File: config.mk
export PLATFORM = sky130hd
export DESIGN_NAME = cmd_scheduler_flat
export DESIGN_NICKNAME = d
export VERILOG_FILES = /design/src/rtl/sd_cmd_pkg.sv /design/src/rtl/cmd_scheduler_if.sv /design/src/rtl/cmd_timeout_counter.sv /design/src/rtl/cmd_scheduler.sv /design/src/flat_wrapper.sv
export SDC_FILE = /design/constraint.sdc
export NUM_CORES = 1
export LEC_CHECK = 0
export CORE_MARGIN = 2
export CORE_UTILIZATION = 42
export CTS_CLUSTER_SIZE = 12
export DETAILED_ROUTE_END_ITERATION = 8
export PLACE_DENSITY = 0.81
export SLEW_MARGIN = 20
export SYNTH_ARGS = -nofsm -noshare
export SYNTH_HDL_FRONTEND = slang
export SYNTH_SLANG_ARGS = --single-unit
File: constraint.sdc
create_clock -name iClock_host -period 2.4 [get_ports iClock_host]
set_input_delay 0.24 -clock iClock_host [delete_from_list [all_inputs] [get_ports iClock_host]]
set_output_delay 0.24 -clock iClock_host [all_outputs]
set_load 0.05 [all_outputs]
File: src/rtl/sd_cmd_pkg.sv
// Types and widths shared by the SD host command scheduler and its helpers.
package sd_cmd_pkg;

    localparam int CMD_INDEX_W = 6;
    localparam int CMD_ARG_W   = 32;
    localparam int CMD_RSP_W   = 38;

    typedef enum logic [1:0] {
        ST_IDLE,
        ST_ISSUE,
        ST_WAIT,
        ST_DONE
    } sched_state_e;

    typedef enum logic [1:0] {
        ERR_OK      = 2'b00,
        ERR_INDEX   = 2'b01,
        ERR_TIMEOUT = 2'b10
    } cmd_err_e;

    // Round-robin choice between two requesters; returns the winning port number.
    function automatic logic pickPort(input logic preferPort, input logic req0, input logic req1);
        if (req0 && req1) return preferPort;
        return req1;
    endfunction

endpackage

File: src/rtl/cmd_scheduler_if.sv
// Bus between the scheduler (master) and the cmdcontrol command engine (slave).
interface cmd_scheduler_if;
    import sd_cmd_pkg::*;

    logic                   oNew_command;
    logic [CMD_INDEX_W-1:0] oCmd_index;
    logic [CMD_ARG_W-1:0]   oCmd_argument;
    logic                   oTimeout_enable;
    logic                   oTimeout;
    logic                   iIdle;
    logic                   iCommand_complete;
    logic                   iCommand_index_error;
    logic [CMD_RSP_W-1:0]   iResponse;

    modport master (
        output oNew_command, oCmd_index, oCmd_argument, oTimeout_enable, oTimeout,
        input  iIdle, iCommand_complete, iCommand_index_error, iResponse
    );

    modport slave (
        input  oNew_command, oCmd_index, oCmd_argument, oTimeout_enable, oTimeout,
        output iIdle, iCommand_complete, iCommand_index_error, iResponse
    );

endinterface

File: src/rtl/cmd_timeout_counter.sv
// Response timeout counter: clears while idle, counts while a command is in flight,
// and freezes once it reaches the programmed limit so the timeout stays asserted.
module cmd_timeout_counter #(
    parameter int TIMEOUT_W = 16
) (
    input  logic                 iClock_host,
    input  logic                 iReset,
    input  logic                 iClear,
    input  logic                 iIncrement,
    input  logic                 iWindow,
    input  logic                 iHold,
    input  logic [TIMEOUT_W-1:0] iTimeout_value,
    output logic                 oTimeout_enable,
    output logic                 oTimeout
);

    logic [TIMEOUT_W-1:0] count;
    logic                 limitSet;
    logic                 atLimit;

    assign limitSet = (iTimeout_value != '0);
    assign atLimit  = limitSet && (count == iTimeout_value);

    // NOTE: clocked state uses non-blocking assignments so every register samples pre-edge values.
    always_ff @(posedge iClock_host or negedge iReset) begin
        if (!iReset) begin
            count <= '0;
        end else if (iClear) begin
            count <= '0;
        end else if (iIncrement && !atLimit && (count != '1)) begin
            count <= count + 1'b1;
        end
    end

    assign oTimeout_enable = iWindow && limitSet;
    assign oTimeout        = (iWindow || iHold) && atLimit;

endmodule

File: src/rtl/cmd_scheduler.sv
// Round-robin scheduler sharing one cmdcontrol between the register port (0)
// and the data-transfer engine (1), with response timeout and result return.
module cmd_scheduler
    import sd_cmd_pkg::*;
#(
    parameter int TIMEOUT_W = 16
) (
    input  logic                   iClock_host,
    input  logic                   iReset,
    input  logic                   iReq0,
    input  logic                   iReq1,
    input  logic [CMD_INDEX_W-1:0] iIndex0,
    input  logic [CMD_INDEX_W-1:0] iIndex1,
    input  logic [CMD_ARG_W-1:0]   iArg0,
    input  logic [CMD_ARG_W-1:0]   iArg1,
    output logic                   oGnt0,
    output logic                   oGnt1,
    output logic                   oDone0,
    output logic                   oDone1,
    output logic [1:0]             oErr,
    output logic [CMD_RSP_W-1:0]   oRsp,
    input  logic [TIMEOUT_W-1:0]   iTimeout_value,
    cmd_scheduler_if.master        cmdBus
);

    sched_state_e           state;
    sched_state_e           nextState;
    logic                   preferPort;
    logic                   winner;
    logic                   grantNow;
    logic                   timeoutHit;
    logic                   gnt0;
    logic                   gnt1;
    logic [CMD_INDEX_W-1:0] cmdIndex;
    logic [CMD_ARG_W-1:0]   cmdArgument;
    logic [CMD_RSP_W-1:0]   rspReg;
    cmd_err_e               errCode;

    always_ff @(posedge iClock_host or negedge iReset) begin
        if (!iReset) state <= ST_IDLE;
        else         state <= nextState;
    end

    // NOTE: nextState is given its default before the case so no path leaves it unassigned (no latch).
    always_comb begin
        nextState = state;
        case (state)
            ST_IDLE:  if (cmdBus.iIdle && (iReq0 || iReq1)) nextState = ST_ISSUE;
            ST_ISSUE: nextState = ST_WAIT;
            ST_WAIT:  if (cmdBus.iCommand_complete || timeoutHit) nextState = ST_DONE;
            ST_DONE:  nextState = ST_IDLE;
            default:  nextState = ST_IDLE;
        endcase
    end

    assign winner   = pickPort(preferPort, iReq0, iReq1);
    assign grantNow = (state == ST_IDLE) && (nextState == ST_ISSUE);

    always_ff @(posedge iClock_host or negedge iReset) begin
        if (!iReset) begin
            preferPort  <= 1'b0;
            gnt0        <= 1'b0;
            gnt1        <= 1'b0;
            cmdIndex    <= '0;
            cmdArgument <= '0;
            rspReg      <= '0;
            errCode     <= ERR_OK;
        end else begin
            if (grantNow) begin
                preferPort  <= ~winner;
                gnt0        <= ~winner;
                gnt1        <= winner;
                cmdIndex    <= winner ? iIndex1 : iIndex0;
                cmdArgument <= winner ? iArg1 : iArg0;
            end else if (state == ST_DONE) begin
                gnt0 <= 1'b0;
                gnt1 <= 1'b0;
            end
            // A completion in the same cycle as the timeout takes priority.
            if ((state == ST_WAIT) && cmdBus.iCommand_complete) begin
                rspReg  <= cmdBus.iResponse;
                errCode <= cmdBus.iCommand_index_error ? ERR_INDEX : ERR_OK;
            end else if ((state == ST_WAIT) && timeoutHit) begin
                errCode <= ERR_TIMEOUT;
            end
        end
    end

    cmd_timeout_counter #(.TIMEOUT_W(TIMEOUT_W)) u_timeout (
        .iClock_host     (iClock_host),
        .iReset          (iReset),
        .iClear          (state == ST_IDLE),
        .iIncrement      ((state == ST_ISSUE) || (state == ST_WAIT)),
        .iWindow         ((state == ST_ISSUE) || (state == ST_WAIT)),
        .iHold           (state == ST_DONE),
        .iTimeout_value  (iTimeout_value),
        .oTimeout_enable (cmdBus.oTimeout_enable),
        .oTimeout        (timeoutHit)
    );

    assign cmdBus.oTimeout      = timeoutHit;
    assign cmdBus.oNew_command  = (state == ST_ISSUE);
    assign cmdBus.oCmd_index    = cmdIndex;
    assign cmdBus.oCmd_argument = cmdArgument;

    assign oGnt0  = gnt0;
    assign oGnt1  = gnt1;
    assign oDone0 = (state == ST_DONE) && gnt0;
    assign oDone1 = (state == ST_DONE) && gnt1;
    assign oErr   = errCode;
    assign oRsp   = rspReg;

endmodule
File: src/flat_wrapper.sv
// flat-port wrapper written by rule: the top's interface ports become plain ports
module cmd_scheduler_flat import sd_cmd_pkg::*;
#(
    parameter int TIMEOUT_W = 16
)
  (iClock_host, iReset, iReq0, iReq1, iIndex0, iIndex1, iArg0, iArg1, oGnt0, oGnt1, oDone0, oDone1, oErr, oRsp, iTimeout_value, cmdBus_oNew_command, cmdBus_oCmd_index, cmdBus_oCmd_argument, cmdBus_oTimeout_enable, cmdBus_oTimeout, cmdBus_iIdle, cmdBus_iCommand_complete, cmdBus_iCommand_index_error, cmdBus_iResponse);
  cmd_scheduler_if cmdBus_i ();
  input  logic iClock_host;
  input  logic iReset;
  input  logic iReq0;
  input  logic iReq1;
  input  logic [CMD_INDEX_W-1:0] iIndex0;
  input  logic [CMD_INDEX_W-1:0] iIndex1;
  input  logic [CMD_ARG_W-1:0] iArg0;
  input  logic [CMD_ARG_W-1:0] iArg1;
  output logic oGnt0;
  output logic oGnt1;
  output logic oDone0;
  output logic oDone1;
  output logic [1:0] oErr;
  output logic [CMD_RSP_W-1:0] oRsp;
  input  logic [TIMEOUT_W-1:0] iTimeout_value;
  output wire logic [$bits(cmdBus_i.oNew_command)-1:0] cmdBus_oNew_command;
  output wire logic [$bits(cmdBus_i.oCmd_index)-1:0] cmdBus_oCmd_index;
  output wire logic [$bits(cmdBus_i.oCmd_argument)-1:0] cmdBus_oCmd_argument;
  output wire logic [$bits(cmdBus_i.oTimeout_enable)-1:0] cmdBus_oTimeout_enable;
  output wire logic [$bits(cmdBus_i.oTimeout)-1:0] cmdBus_oTimeout;
  input wire logic [$bits(cmdBus_i.iIdle)-1:0] cmdBus_iIdle;
  input wire logic [$bits(cmdBus_i.iCommand_complete)-1:0] cmdBus_iCommand_complete;
  input wire logic [$bits(cmdBus_i.iCommand_index_error)-1:0] cmdBus_iCommand_index_error;
  input wire logic [$bits(cmdBus_i.iResponse)-1:0] cmdBus_iResponse;
  assign cmdBus_oNew_command = cmdBus_i.oNew_command;
  assign cmdBus_oCmd_index = cmdBus_i.oCmd_index;
  assign cmdBus_oCmd_argument = cmdBus_i.oCmd_argument;
  assign cmdBus_oTimeout_enable = cmdBus_i.oTimeout_enable;
  assign cmdBus_oTimeout = cmdBus_i.oTimeout;
  assign cmdBus_i.iIdle = cmdBus_iIdle;
  assign cmdBus_i.iCommand_complete = cmdBus_iCommand_complete;
  assign cmdBus_i.iCommand_index_error = cmdBus_iCommand_index_error;
  assign cmdBus_i.iResponse = cmdBus_iResponse;
  cmd_scheduler #(.TIMEOUT_W(TIMEOUT_W)) u_core (.iClock_host(iClock_host), .iReset(iReset), .iReq0(iReq0), .iReq1(iReq1), .iIndex0(iIndex0), .iIndex1(iIndex1), .iArg0(iArg0), .iArg1(iArg1), .oGnt0(oGnt0), .oGnt1(oGnt1), .oDone0(oDone0), .oDone1(oDone1), .oErr(oErr), .oRsp(oRsp), .iTimeout_value(iTimeout_value), .cmdBus(cmdBus_i));
endmodule
==> impl_metrics.json, run 1 <==
{
  "gp_congestion": 0.912,
  "fp.dieH_um": 111,
  "switching_share": 0.476,
  "p_clk_frac": 0.140,
  "drt_iter0_drc": 157,
  "yosysUniqueCellTypes": 40,
  "final_cell_mix": "clkdlybuf4s50_1, dfrtp_1, nand2_1",
  "io_pins": 222,
  "skew_ns": 0.00753,
  "hold_viol": 0,
  "wl_per_cell_um": 15.9,
  "ys_warn_count": 0,
  "leakage_nw": 3.36,
  "r2r-start": "u_core.u_timeout.count[11]",
  "p_comb_frac": 0.584,
  "arrival_ns": 2.09,
  "synth_area_leaders": "dfrtp_1, mux2_2, mux2i_1, o21ai_0, nand2_1",
  "vias": 3988,
  "diodes": 0,
  "synth_simple_gate_area_frac": 0.138,
  "dp_hpwl_mm": 9.71,
  "synthCells": 418,
  "grt_usage": 0.212,
  "design_area_mm2": 0.00770,
  "die_w_um": 111,
  "layout_commonest_cell": "clkdlybuf4s50_1",
  "p_per_area_mw_per_mm2": 1300,
  "worstMarginPinSlew_ns": 0.614,
  "synthesis.nets": 561,
  "status": "finished clean",
  "setup_viol": 0,
  "grt_pass1_wl_mm": 21.2,
  "cts_tree": "yes",
  "ys.flop_type": "dfrtp_1",
  "cts_sinks": 99,
  "synthesis.area_mm2": 0.00483,
  "antenna_found_initial": 0,
  "p_seq_frac": 0.276,
  "ctsHtreeMaxLevel": 3,
  "synthMuxAreaShare": 0.203,
  "rrSetupSlack_ns": 0.17,
  "rows": 39,
  "worst_setup_path_end_kind": "output port",
  "wl_mm": 12.7,
  "fmax_ghz": 0.429,
  "viasPerCell": 4.97,
  "worstSetupPathType": "register to output port",
  "ys_seq_elements": 99,
  "finalNetCount": 797,
  "dr.pass1.iters": 4,
  "cp_max_fo": 3,
  "synth_area_leader_cell": "dfrtp_1",
  "max-vdd-ir-drop_v": 0.000969,
  "synth_top_cell_area_share": 0.513,
  "async_reset_ff_frac": 1.00,
  "io_buffers": 221,
  "drive_gt1_frac": 0.178,
  "r2r_cells": 9,
  "synth-xor-area-share": 0.0321,
  "hold_path.class": "input port to async pin",
  "power.internal_mw": 5.23,
  "totalNegativeSetupSlack_ns": 0,
  "r2r_end": "u_core.oErr[0]",
  "area_delta_synth_final_pct": 59.5,
  "p_switching_mw": 4.75,
  "synth_fa_ha_area_frac": 0.0156,
  "clk_pin_slew_ns": 0.06,
  "root_buffer": "clkbuf_16",
  "critPathLaunchType": "register",
  "maxCapViolCount": 0,
  "ant_nets": 0,
  "cts.path.max_buffers": 2,
  "synth_top_family_by_area": "multiplexers",
  "synth_edf_count": 0,
  "yosysSeqAreaShare": 0.513,
  "fp.dieArea_mm2": 0.0124,
  "start_util": 0.426,
  "route.detailed.drc": 0,
  "fin_util": 0.680,
  "grt-ovfl-total": 0,
  "placed_cell_area_mm2": 0.00730,
  "layout_min_cycle_time_ns": 2.33,
  "slew_violations": 0,
  "final.period_utilization": 0.972,
  "required_ns": 2.16,
  "grt_max_degree": 47,
  "worstSkewPairLatency_ns": 0.34,
  "rsz0062_at_grt": "false",
  "grt_pass1_vias": 4303,
  "syn_area_per_cell_um2": 11.5,
  "max_slew_margin": 0.591,
  "cts_made_buffers": 9,
  "core_mm2": 0.0113,
  "synth-compound-area-share": 0.0718
}
power by group through the flow:
stage	logic (mW)	registers, mW	clock network, mW
2_1_floorplan	1.55	4.97	0
3_3_place_gp	5.72	2.74	0
3_5_place_dp	5.82	2.78	0
4_1_cts	5.84	2.76	1.43
5_1_grt	6.15	2.85	1.52
6_report	5.83	2.75	1.40
kinds of logic (layout without fill, tap and decap cells):
| family | count (synthesis) | after routing |
|---|---|---|
| DFF | 99 | 99 |
| adders and majority gates | 6 | 6 |
| xor gates and xnor gates | 16 | 16 |
| and+or+nand+nor | 119 | 119 |
| muxes | 88 | 88 |
| buffers and inverters | 28 | 269 |
| AOI/OAI and AO/OA | 62 | 62 |
routing by layer:
layer  track usage  part of all wire  vias up
met5             0                 0        -
met4        0.0551             0.011        0
met3        0.0563             0.064       11
met2         0.380              0.52      135
met1         0.251              0.40     1893
li1              -                 -     1949
worst max path at each step:
| stage | start | cells after the start | slack [ns] | end |
|---|---|---|---|---|
| floorplan | u_core.u_timeout.count[5] | 6 | 0.04 | u_core.oErr[0] |
| global placement | iTimeout_value[0] | 8 | 0.07 | u_core.oErr[0] |
| detailed placement | iTimeout_value[0] | 8 | -0.008 | u_core.oErr[0] |
| CTS | u_core.u_timeout.count[11] | 6 | 0.01 | cmdBus_oTimeout |
| global route | u_core.u_timeout.count[14] | 7 | 0.002 | cmdBus_oTimeout |
| finish | u_core.u_timeout.count[11] | 6 | 0.07 | cmdBus_oTimeout |
timing repair:
item                                   CTS  global route
endpoints found under the hold margin   44             0
setup buffers                            3             6
pin swaps                                1             4
setup endpoints to repair                1             1
resized for setup                        4             5
hold buffers                             1             0
Yosys cell counts, types with 3 or more instances:
| cell | count |
|---|---|
| clkbuf_1 | 18 |
| a21oi_1 | 8 |
| mux2i_1 | 39 |
| nor4_2 | 5 |
| ha_1 | 6 |
| xnor2_1 | 4 |
| mux2_2 | 39 |
| nor2b_1 | 9 |
| mux2_4 | 10 |
| xor2_1 | 10 |
| o31ai_1 | 4 |
| and2_1 | 3 |
| o21ai_0 | 43 |
| nand3_1 | 4 |
| nand3b_1 | 3 |
| nand4_1 | 6 |
| or4_1 | 3 |
| nand2_1 | 50 |
| nor2_1 | 20 |
| dfrtp_1 | 99 |
| nor4_1 | 5 |
| inv_1 | 6 |
stage by stage:
stage	cells	total power [mW]	hold WS [ns]	worst slack, ns
floorplan	418	6.52	-0.0556	0.0429
global placement	776	8.46	0.289	0.0692
detailed placement	776	8.60	0.295	-0.00782
CTS	796	10.0	0.480	0.0132
global route	802	10.5	0.498	0.00166
finish	802	9.98	0.457	0.0673
worst max-delay path: stages, from the launching register on:
cell and delay [ns]:
dfrtp_2 0.42, xor2_1 0.15, nor2_1 0.19, or4b_4 0.50, nor4b_4 0.21, buf_4 0.16, buf_12 0.13
area by class of cell:
type | instances | area (um^2)
clock buffer | 11 | 243
clock inverter | 5 | 46.3
fill | 851 | 3620
inverter | 6 | 22.5
multi-input combinational | 291 | 2260
sequential | 99 | 2480
tap | 143 | 179
timing repair buffer | 247 | 2460
sequential cells by signal, summed over array words and instances, names as in the netlist:
register / count
u_core.cmdBus.oCmd_argument: 32
u_core.oGnt0: 1
u_core.u_timeout.count: 16
u_core.preferPort: 1
u_core.oGnt1: 1
u_core.oRsp: 38
u_core.state: 2
u_core.oErr: 2
u_core.cmdBus.oCmd_index: 6
Power figures use the tool's default switching activity.
==> run 2: changes to the inputs <==
SLEW_MARGIN = 5   (was 20)
==> results of run 2 <==
The final DEF is identical to that of run 1; final timing and power are the same.
